===== src/rtl/mdl_sdtx_seq_pkg.sv =====
// rtl/mdl_sdtx_seq_pkg.sv - shared state encoding and default sizing for the SD read-data sequencer
package mdl_sdtx_seq_pkg;

    localparam int SDTX_LGBLK = 7;
    localparam int SDTX_NAC_W = 8;

    typedef enum logic [2:0] {
        ST_IDLE,
        ST_NAC,
        ST_STREAM,
        ST_DRAIN,
        ST_DONE
    } sdtx_state_e;

endpackage


===== src/rtl/sdtx_seq_fifo.sv =====
// rtl/sdtx_seq_fifo.sv - 2-entry synchronous word FIFO with occupancy count
module sdtx_seq_fifo #(
    parameter int DW = 32
) (
    input  logic          sd_clk,
    input  logic          rst_n,
    input  logic          i_push,
    input  logic [DW-1:0] i_data,
    input  logic          i_pop,
    output logic [DW-1:0] o_data,
    output logic [1:0]    o_count
);

    logic [DW-1:0] mem_q [2];
    logic          wr_q;
    logic          rd_q;
    logic [1:0]    cnt_q;

    always_ff @(posedge sd_clk or negedge rst_n) begin
        if (!rst_n) begin
            mem_q[0] <= '0;
            mem_q[1] <= '0;
            wr_q     <= 1'b0;
            rd_q     <= 1'b0;
            cnt_q    <= 2'd0;
        end else begin
            if (i_push) begin
                mem_q[wr_q] <= i_data;
                wr_q        <= ~wr_q;
            end
            if (i_pop) begin
                rd_q <= ~rd_q;
            end
            cnt_q <= cnt_q + {1'b0, i_push} - {1'b0, i_pop};
        end
    end

    assign o_data  = mem_q[rd_q];
    assign o_count = cnt_q;

endmodule


===== src/rtl/mdl_sdtx_seq.sv =====
// rtl/mdl_sdtx_seq.sv - card-side read-data sequencer: memory prefetch, Nac gap, block streaming, CRC drain wait
// Optional stop-at-block-boundary support is enabled by defining SDTX_SEQ_STOP_EN.
module mdl_sdtx_seq
    import mdl_sdtx_seq_pkg::*;
#(
    parameter int AW    = 10,
    parameter int LGBLK = SDTX_LGBLK,
    parameter int NAC_W = SDTX_NAC_W
) (
    input  logic             sd_clk,
    input  logic             rst_n,
    input  logic             i_start,
    input  logic [AW-1:0]    i_addr,
    input  logic [15:0]      i_nblocks,
    input  logic [LGBLK:0]   i_blklen,
    input  logic [NAC_W-1:0] i_nac,
    input  logic             i_stop,
    output logic             o_busy,
    output logic             o_done,
    output logic             o_err,
    output logic [15:0]      o_blocks,
    output logic             o_mem_rd,
    output logic [AW-1:0]    o_mem_addr,
    input  logic [31:0]      i_mem_data,
    output logic             o_en,
    output logic             o_valid,
    input  logic             i_ready,
    output logic [31:0]      o_data,
    output logic             o_last,
    input  logic             i_tx_busy
);

    localparam logic [LGBLK:0] LEN_ONE = 1;

    sdtx_state_e      state_q;
    logic [AW-1:0]    rd_addr_q;
    logic [15:0]      nblocks_q;
    logic [LGBLK:0]   blklen_q;
    logic [NAC_W-1:0] nac_q;
    logic [NAC_W-1:0] nac_cnt_q;
    logic [LGBLK:0]   rd_left_q;
    logic [LGBLK:0]   tx_left_q;
    logic [15:0]      blocks_q;
    logic             busy_q;
    logic             done_q;
    logic             err_q;
    logic             pend_q;

    logic [1:0]  fifo_cnt;
    logic [31:0] fifo_data;
    logic        valid;
    logic        pop;
    logic        issue;
    logic        stop_now;
    logic        nblk_bad;
    logic        len_bad;
    logic        nac_abort;
    logic        more_blocks;
    logic [2:0]  credit;

`ifdef SDTX_SEQ_STOP_EN
    logic stop_q;

    always_ff @(posedge sd_clk or negedge rst_n) begin
        if (!rst_n) begin
            stop_q <= 1'b0;
        end else if (state_q == ST_IDLE) begin
            stop_q <= 1'b0;
        end else begin
            stop_q <= stop_q | (busy_q & i_stop);
        end
    end

    assign stop_now = stop_q | i_stop;
    assign nblk_bad = 1'b0;
`else
    logic unused_stop;
    assign unused_stop = i_stop;
    assign stop_now    = 1'b0;
    assign nblk_bad    = (i_nblocks == 16'd0);
`endif

    // A power of two is the largest legal length, so only the top bit may be set then.
    assign len_bad = (i_blklen == '0) || (i_blklen[LGBLK] && (|i_blklen[LGBLK-1:0]));

    assign valid       = (state_q == ST_STREAM) && (fifo_cnt != 2'd0);
    assign pop         = valid && i_ready;
    assign nac_abort   = (state_q == ST_NAC) && stop_now && (rd_left_q == blklen_q);
    assign more_blocks = (nblocks_q == 16'd0) || (({1'b0, blocks_q} + 17'd1) < {1'b0, nblocks_q});

    // Credit counts the FIFO after this cycle's pop plus the word landing this cycle,
    // so a ready sink sees one word per cycle with at most two words in flight.
    assign credit = {1'b0, fifo_cnt} + {2'b0, pend_q} - {2'b0, pop};
    assign issue  = ((state_q == ST_NAC) || (state_q == ST_STREAM)) && (rd_left_q != '0)
                    && (credit < 3'd2) && !nac_abort;

    sdtx_seq_fifo #(.DW(32)) u_fifo (
        .sd_clk  (sd_clk),
        .rst_n   (rst_n),
        .i_push  (pend_q),
        .i_data  (i_mem_data),
        .i_pop   (pop),
        .o_data  (fifo_data),
        .o_count (fifo_cnt)
    );

    always_ff @(posedge sd_clk or negedge rst_n) begin
        if (!rst_n) begin
            state_q   <= ST_IDLE;
            rd_addr_q <= '0;
            nblocks_q <= '0;
            blklen_q  <= '0;
            nac_q     <= '0;
            nac_cnt_q <= '0;
            rd_left_q <= '0;
            tx_left_q <= '0;
            blocks_q  <= '0;
            busy_q    <= 1'b0;
            done_q    <= 1'b0;
            err_q     <= 1'b0;
            pend_q    <= 1'b0;
        end else begin
            pend_q <= issue;
            done_q <= 1'b0;
            if (issue) begin
                rd_addr_q <= rd_addr_q + 1'b1;
                rd_left_q <= rd_left_q - 1'b1;
            end
            if (pop) begin
                tx_left_q <= tx_left_q - 1'b1;
            end
            case (state_q)
                ST_IDLE: begin
                    if (i_start) begin
                        rd_addr_q <= i_addr;
                        nblocks_q <= i_nblocks;
                        blklen_q  <= i_blklen;
                        nac_q     <= i_nac;
                        blocks_q  <= '0;
                        if (len_bad || nblk_bad) begin
                            err_q   <= 1'b1;
                            state_q <= ST_DONE;
                        end else begin
                            err_q     <= 1'b0;
                            busy_q    <= 1'b1;
                            nac_cnt_q <= i_nac;
                            rd_left_q <= i_blklen;
                            tx_left_q <= i_blklen;
                            state_q   <= ST_NAC;
                        end
                    end
                end
                ST_NAC: begin
                    if (nac_abort) begin
                        state_q <= ST_DONE;
                    end else if (nac_cnt_q == '0) begin
                        state_q <= ST_STREAM;
                    end else begin
                        nac_cnt_q <= nac_cnt_q - 1'b1;
                    end
                end
                ST_STREAM: begin
                    if (pop && (tx_left_q == LEN_ONE)) begin
                        state_q <= ST_DRAIN;
                    end
                end
                ST_DRAIN: begin
                    if (!i_tx_busy) begin
                        if (blocks_q != 16'hffff) begin
                            blocks_q <= blocks_q + 16'd1;
                        end
                        if (more_blocks && !stop_now) begin
                            nac_cnt_q <= nac_q;
                            rd_left_q <= blklen_q;
                            tx_left_q <= blklen_q;
                            state_q   <= ST_NAC;
                        end else begin
                            state_q <= ST_DONE;
                        end
                    end
                end
                ST_DONE: begin
                    done_q  <= 1'b1;
                    busy_q  <= 1'b0;
                    state_q <= ST_IDLE;
                end
                default: state_q <= ST_IDLE;
            endcase
        end
    end

    assign o_busy     = busy_q;
    assign o_en       = busy_q;
    assign o_done     = done_q;
    assign o_err      = err_q;
    assign o_blocks   = blocks_q;
    assign o_mem_rd   = issue;
    assign o_mem_addr = rd_addr_q;
    assign o_valid    = valid;
    assign o_data     = fifo_data;
    assign o_last     = valid && (tx_left_q == LEN_ONE);

endmodule


===== config.mk =====
export PLATFORM = sky130hd
export DESIGN_NAME = mdl_sdtx_seq
export DESIGN_NICKNAME = d
export VERILOG_FILES = /design/src/rtl/mdl_sdtx_seq_pkg.sv /design/src/rtl/sdtx_seq_fifo.sv /design/src/rtl/mdl_sdtx_seq.sv
export SDC_FILE = /design/constraint.sdc
export NUM_CORES = 1
export LEC_CHECK = 0
export BUFFER_PORTS_ARGS = -buffer_cell sky130_fd_sc_hd__buf_2
export CAP_MARGIN = 20
export CORE_ASPECT_RATIO = 0.8
export CORE_MARGIN = 2
export CORE_UTILIZATION = 35
export DETAILED_ROUTE_END_ITERATION = 10
export GPL_TIMING_DRIVEN = 0
export MAX_ROUTING_LAYER = met4
export PLACE_DENSITY_LB_ADDON = 0.15
export SYNTH_ARGS = -nofsm -noshare
export SYNTH_HDL_FRONTEND = slang
export SYNTH_HIERARCHICAL = 1
export SYNTH_SLANG_ARGS = --single-unit

===== constraint.sdc =====
create_clock -name sd_clk -period 6.9 [get_ports sd_clk]
set_input_delay 1.035 -clock sd_clk [delete_from_list [all_inputs] [get_ports sd_clk]]
set_output_delay 1.035 -clock sd_clk [all_outputs]
set_load 0.005 [all_outputs]

==> summary.txt, run 1 <==
Status
  – Status: completed

GRT
  – Largest net degree at the start of global routing: 80
  – Global-route wire length before repair: ~34000 um
  – Met3 usage: 0.0361
  – Most used routing layer: met2
  – Gr usage total: 0.185
  – Congestion Overflow GR: 0
  – Met2 usage: 0.273
  – Vias in the first global route: around 6200
  – Met1 Use GR: 0.262
  – Initial antenna violation count: 1

Detailed routing
  – WL final: around 21000 um
  – Detail Route Antenna Nets: 0
  – Via count: 6134
  – # DRC: 0
  – Routed wire length per instance: roughly 17 um
  – Drt first pass iters: 5
  – DRT iter0 DRCs: ~360
  – DR vias/cell: 4.95

Min path
  – Hold Crit Class: register to register
  – Hold_sp: u_fifo/wr_q$_DFFE_PN0P_
  – Hold worst-path end: u_fifo/wr_q$_DFFE_PN0P_
  – WHS Path Cells: 1

Timing
  – Measured slew at the worst slew-check pin: 0.806 ns
  – Fin crit share: 0.734
  – Setup_tns: 0 ns
  – Minimum clock period: 5.06 ns
  – # setup viols final: 0
  – Final Hold Violating Endpoints: 0
  – Relative slew slack: 0.463
  – Slew Viols, Final: 0
  – Highest clock rate: 198 MHz
  – RSZ-0062 raised after global routing: false
  – Hold WS: 0.496 ns
  – Final setup margin: ~1.8 ns
  – Clock skew: between 0.01 and 0.015 ns

Final layout
  – Number of fill cells in the layout: roughly 2300
  – Nets: just over 1000
  – Share of layout cells above drive strength 1: 0.353
  – Most frequent cells in the layout: dfrtp_1 (157), buf_2 (155), mux2_2 (105), nand2_1 (67), nor2_1 (48)
  – Layout Area Growth over Synthesis: 21.2%
  – Most common cell after layout, fill and taps aside: dfrtp_1

Worst setup path
  – Critical R2R Launch: o_blocks[0]$_DFFE_PN0P_
  – Worst Setup Start Kind: register
  – Kind of critical path: register to output port
  – Buf/Inv on CP: 3
  – Critical Path AT: 4.03 ns
  – Cells on worst reg2reg path: 15
  – Biggest cell delay along the critical path: 0.56 ns
  – Slowest cell on crit path: or4_4
  – CP Max Fanout: 11
  – FF-to-FF setup slack: 2.73 ns
  – CP delay by family, top: simple AND/OR/NAND/NOR gates
  – Worst setup EP type: output port
  – Critical Path RT: a little under 6 ns
  – Worst-path cell chain: nand2b_1 -> nor3_2 -> nand2_1 -> inv_1 -> ha_1 -> nor2b_1 -> fa_1 -> or4_4 -> nor2_2 -> buf_2 -> buf_2
  – Reg2reg end: rd_left_q[0]$_DFF_PN0_
  – Crit path top cell by count: buf_2
  – CP Depth: 11

CTS
  – Hold_buf cts: 0
  – Num CTS Buffers: 17
  – Reg clk slew, reported paths: approximately 0.07 ns
  – Max Root-Sink Buffers: 2
  – Post-CTS Setup Bufs: 0
  – Root buffer cell: clkbuf_16
  – CTS HTree Levels: 4
  – # resized after CTS: 0
  – CTS tree: yes
  – TritonCTS Sinks: ~160
  – Clk_lat worst skew: ~0.43 ns

Placed design
  – Pre-CTS setup slack: between 2 and 2.5 ns
  – Gpl congestion: about 0.82
  – I/O Buffers: around 140
  – Hpwl dp: 15500 um

Floorplanning
  – Core region area: between 20000 and 25000 um^2
  – Die footprint: between 20000 and 25000 um^2
  – Num rows: 50
  – Die Y: roughly 140 um
  – Die width: roughly 180 um
  – I/O Pins: between 100 and 150
  – Initial Util: 0.353

Pwr
  – Maximum VDD drop: approximately 0.00017 V
  – Lkg Pwr: roughly 0.0045 uW
  – Power per cell area: 419 nW/um^2

Synthesis
  – Synth Register Bits: 157
  – Fraction of registers with async set or reset after synthesis: 1.00
  – Yosys cell types: between 60 and 70
  – Post-synth EDFFs: 0
  – Synthesis Warnings: 6
  – Cell area after synthesis: 8200 um^2
  – Most used flip-flop cell after synthesis: dfrtp_1
  – Syn Nets: ~860
  – Post-Syn Instances: 750
  – Average size of a mapped cell: 10.9 um^2
  – Seq/Total Area, Yosys: 0.479

Flow run
  – Max cap viols: 0
==> cell type report <==
| cell class | count | area, um^2 | share of cell area |
|---|---|---|---|
| diodes | 1 | 2.50 | 0.000252 |
| plain buffers | 33 | 196 | 0.0198 |
| clock buffers | 17 | 425 | 0.0428 |
| clock inverters | 15 | 166 | 0.0168 |
| inverters | 34 | 128 | 0.0128 |
| multi-input cells | 526 | 3940 | 0.397 |
| flip-flops and latches | 157 | 3930 | 0.395 |
| well taps | 312 | 390 | 0.0393 |
| repair buffers | 144 | 753 | 0.0758 |
==> sequential cells by signal, summed over array words and instances (netlist names), 2 cells and up <==
register        flops
u_fifo/mem_q       64
rd_left_q           8
nblocks_q          16
state_q             3
u_fifo/o_count      2
o_mem_addr         10
nac_q               8
o_blocks           16
tx_left_q           8
nac_cnt_q           8
blklen_q            8
==> how the worst max path moves through the flow <==
stage,slack (ns),start,to
2_1_floorplan,2.83,i_ready,o_mem_rd
3_3_place_gp,2.14,rst_n,u_fifo/mem_q[37]$_DFFE_PN0P_
3_5_place_dp,2.15,i_ready,o_mem_rd
4_1_cts,1.76,state_q[2]$_DFFE_PN0P_,o_mem_rd
5_1_grt,1.53,state_q[2]$_DFFE_PN0P_,o_mem_rd
6_report,1.84,state_q[2]$_DFFE_PN0P_,o_mem_rd
==> per-layer routing <==
metal | up-vias | part of all wire
met2 | 114 | 0.45
met1 | 3009 | 0.50
li1 | 2993 | -
met3 | 18 | 0.040
met4 | 0 | 0.0098
met5 | - | 0
==> kinds of logic after synthesis <==
family                   Yosys count  synth area share
AO/OA/AOI/OAI                    133             0.103
adder cells (fa/ha/maj)           27            0.0421
flip-flops                       157             0.479
buffers and inverters             67            0.0395
XOR/XNOR                          45            0.0481
multiplexers                     115             0.162
AND/OR/NAND/NOR                  206             0.126
==> cells in the mapped netlist, drive strengths merged (7+ instances only) <==
master	number	area (um^2)
xor2	16	140
a21oi	27	143
xnor2	29	254
nand2	67	251
buf	22	155
o211ai	7	52.6
nor4	14	93.8
o21ai	57	285
mux2	114	1320
nand4	7	43.8
ha	26	325
nor3	14	90.1
nand3	15	75.1
nor2	50	193
clkbuf	11	41.3
inv	33	124
dfrtp	157	3930
a22o	8	70.1
==> per-stage QoR <==
step | cells | total power (uW) | cell area [um^2] | utilization
2_1_floorplan | 750 | 2680 | 8200 | -
3_3_place_gp | 1205 | 3210 | 9300 | 0.401
3_5_place_dp | 1206 | 3240 | 9340 | 0.402
4_1_cts | 1238 | 4220 | 9930 | 0.428
5_1_grt | 1239 | 4480 | 9930 | 0.428
6_report | 1239 | 4160 | 9930 | 0.428
==> report_power, final <==
part / internal (uW) / switching [uW] / total (uW) / leakage, uW
clock: 491 / 465 / 956 / 0.000294
sequential: 1330 / 271 / 1600 / 0.00192
combinational: 841 / 762 / 1600 / 0.00234
total: 2660 / 1500 / 4160 / 0.00455
Note: power is estimated with default switching activity, not from simulation.
==> run 2: changes to the inputs <==
==> constraint.sdc (replaced) <==
create_clock -name sd_clk -period 4.5 [get_ports sd_clk]
set_input_delay 0.675 -clock sd_clk [delete_from_list [all_inputs] [get_ports sd_clk]]
set_output_delay 0.675 -clock sd_clk [all_outputs]
set_load 0.005 [all_outputs]
==> run 2 against run 1 <==
Wire length is essentially flat. Non-clock buffer count is the same. Critical path depth unchanged. Sequential cell count unchanged. Sequential power grew 54%. Core utilization up 0.14 points. Global-route usage is essentially flat. Clock skew about the same. Critical endpoint unchanged. Largest power group is now combinational logic.
==> summary.txt, run 2 (same netlist as run 1, synthesis figures left out) <==
GRT
  – Largest net degree at the start of global routing: 80 (unchanged)
  – Initial antenna violation count: 1 (unchanged)
  – Congestion Overflow GR: 0 (unchanged)
  – Gr usage total: 0.185 (about the same)
  – Vias in the first global route: 6186 (-0.016%)
  – Global-route wire length before repair: 34500 um (about the same)

Worst setup path
  – Kind of critical path: register to output port
  – Critical R2R Launch: o_blocks[0]$_DFFE_PN0P_
  – FF-to-FF setup slack: 0.45 ns (-2.28 ns)
  – Worst setup EP type: output port
  – Buf/Inv on CP: 3 (unchanged)
  – Slowest cell on crit path: or4_4
  – Reg2reg end: rd_left_q[0]$_DFF_PN0_
  – CP Max Fanout: 11 (unchanged)
  – Cells on worst reg2reg path: 15 (unchanged)
  – Biggest cell delay along the critical path: 0.57 ns (about the same)
  – Worst Setup Start Kind: register
  – CP delay by family, top: simple AND/OR/NAND/NOR gates
  – Worst-path cell chain: nand2b_2 -> nor3_4 -> nand2_4 -> inv_2 -> ha_1 -> nor2b_1 -> fa_1 -> or4_4 -> nor2_4 -> buf_4 -> buf_2
  – Critical Path RT: 3.83 ns (-2.03 ns)
  – Critical Path AT: 3.60 ns (-0.43 ns)

CTS
  – Reg clk slew, reported paths: 0.07 ns (about the same)
  – Clk_lat worst skew: 0.43 ns (about the same)
  – CTS tree: yes
  – CTS HTree Levels: 4 (unchanged)
  – Num CTS Buffers: 17 (unchanged)
  – Root buffer cell: clkbuf_16
  – Post-CTS Setup Bufs: 0 (unchanged)
  – Max Root-Sink Buffers: 2 (unchanged)
  – TritonCTS Sinks: 157 (unchanged)

Floorplanning
  – Initial Util: 0.353 (unchanged)
  – Core region area: 23200 um^2 (unchanged)
  – Die Y: 141 um (unchanged)
  – Die width: 175 um (unchanged)
  – I/O Pins: 145 (unchanged)
  – Die footprint: 24700 um^2 (unchanged)
  – Num rows: 50 (unchanged)

Placed design
  – Gpl congestion: 0.818 (unchanged)
  – I/O Buffers: 143 (unchanged)
  – Hpwl dp: 15500 um (unchanged)
  – Placement Cell Area: 9340 um^2 (unchanged)

Timing
  – Minimum clock period: about 4.3 ns
  – Highest clock rate: about 230 MHz
  – Hold WS: 0.216 ns (-0.280 ns)
  – Measured slew at the worst slew-check pin: 0.782 ns (-0.0238 ns)
  – # setup viols final: 0 (unchanged)
  – Setup_tns: 0 ns (unchanged)
  – Fin crit share: 0.949
  – Clock skew: 0.0122 ns (-0.000335 ns)
  – Final Hold Violating Endpoints: 0 (unchanged)
  – Relative slew slack: 0.479 (+0.0159)
  – RSZ-0062 raised after global routing: false
  – Slew Viols, Final: 0 (unchanged)

Detailed routing
  – DR vias/cell: 4.96 (+0.26%)
  – # DRC: 0 (unchanged)
  – Detail Route Antenna Nets: 0 (unchanged)
  – DRT iter0 DRCs: 377 (+5.9%)
  – WL final: 21300 um (about the same)
  – Via count: 6150 (+0.26%)
  – Routed wire length per instance: 17.2 um (about the same)
  – Drt first pass iters: 5 (unchanged)

Pwr
  – Overall power: 6390 uW (+54%)
  – Power per cell area: 641 nW/um^2 (+53%)
  – Maximum VDD drop: 0.000253 V (+52%)
  – Lkg Pwr: 0.00455 uW (+0.20%)

Final layout
  – Number of fill cells in the layout: 2286 (-0.35%)
  – Most common cell after layout, fill and taps aside: dfrtp_1
  – Most frequent cells in the layout: dfrtp_1 (156), buf_2 (154), mux2_2 (105), nand2_1 (66), nor2_1 (48)
  – Final instance area: 9970 um^2 (+0.33%)
  – Share of layout cells above drive strength 1: 0.357 (+0.00432)
  – Finished Core Util: 0.429 (+0.00140)
  – Multi-input gate area: 3970 um^2 (+0.73%)
  – Top reg by flops: u_fifo/mem_q
  – FF+latch area: 3930 um^2 (about the same)
  – Max reg flops: 64 (unchanged)
  – Nets: 1020 (unchanged)
  – Layout Area Growth over Synthesis: 21.6%

Status
  – Status: completed

Flow run
  – Max cap viols: 0 (unchanged)

Min path
  – Hold Crit Class: primary input to asynchronous set/reset pin
## run 2: repair_timing
action                                 CTS  global route
endpoints found under the hold margin    0             0
gates resized for setup                  5             4
hold buffers                             0             0
setup endpoints to repair                1             8
## run 2: metal layers
metal  wire length [um]  vias to the layer above  track usage  share of wire
met3                935                       16       0.0361          0.044
met2               9590                      131        0.273           0.45
met5                  0                        -            -              0
li1                   -                     2991            -              -
met1              10500                     3012        0.262           0.50
met4                203                        0       0.0461         0.0095
## run 2: power by group
group	leakage, uW	total (uW)	internal, uW	switching (uW)
registers	0.00191	2460	2040	418
clock network	0.000294	1460	753	710
logic	0.00235	2470	1290	1170
## run 2: how the worst max path moves through the flow
| stage | to | cells past startpoint | from |
|---|---|---|---|
| after floorplan | o_mem_rd | 10 | state_q[2]$_DFFE_PN0P_ |
| after global placement | u_fifo/mem_q[7]$_DFFE_PN0P_ | 1 | rst_n |
| after detailed placement | o_mem_rd | 11 | state_q[2]$_DFFE_PN0P_ |
| after CTS | o_mem_rd | 11 | state_q[2]$_DFFE_PN0P_ |
| after global routing | tx_left_q[7]$_DFF_PN0_ | 15 | o_blocks[0]$_DFFE_PN0P_ |
| final | o_mem_rd | 11 | state_q[2]$_DFFE_PN0P_ |
## run 2: area by class of cell
type,instances,area share
Antenna cell,1,0.000251
Buffer,33,0.0200
Clock buffer,17,0.0427
Clock inverter,15,0.0167
Inverter,34,0.0128
Multi-Input combinational cell,526,0.399
Sequential cell,157,0.394
Tap cell,312,0.0392
Timing Repair Buffer,144,0.0756
## run 2: stage by stage
step	setup WS [ns]	std cells
final	0.228	1239
after global routing	0.0276	1239
after CTS	0.0501	1238
after detailed placement	0.197	1206
after global placement	0.101	1205
after floorplan	0.918	750
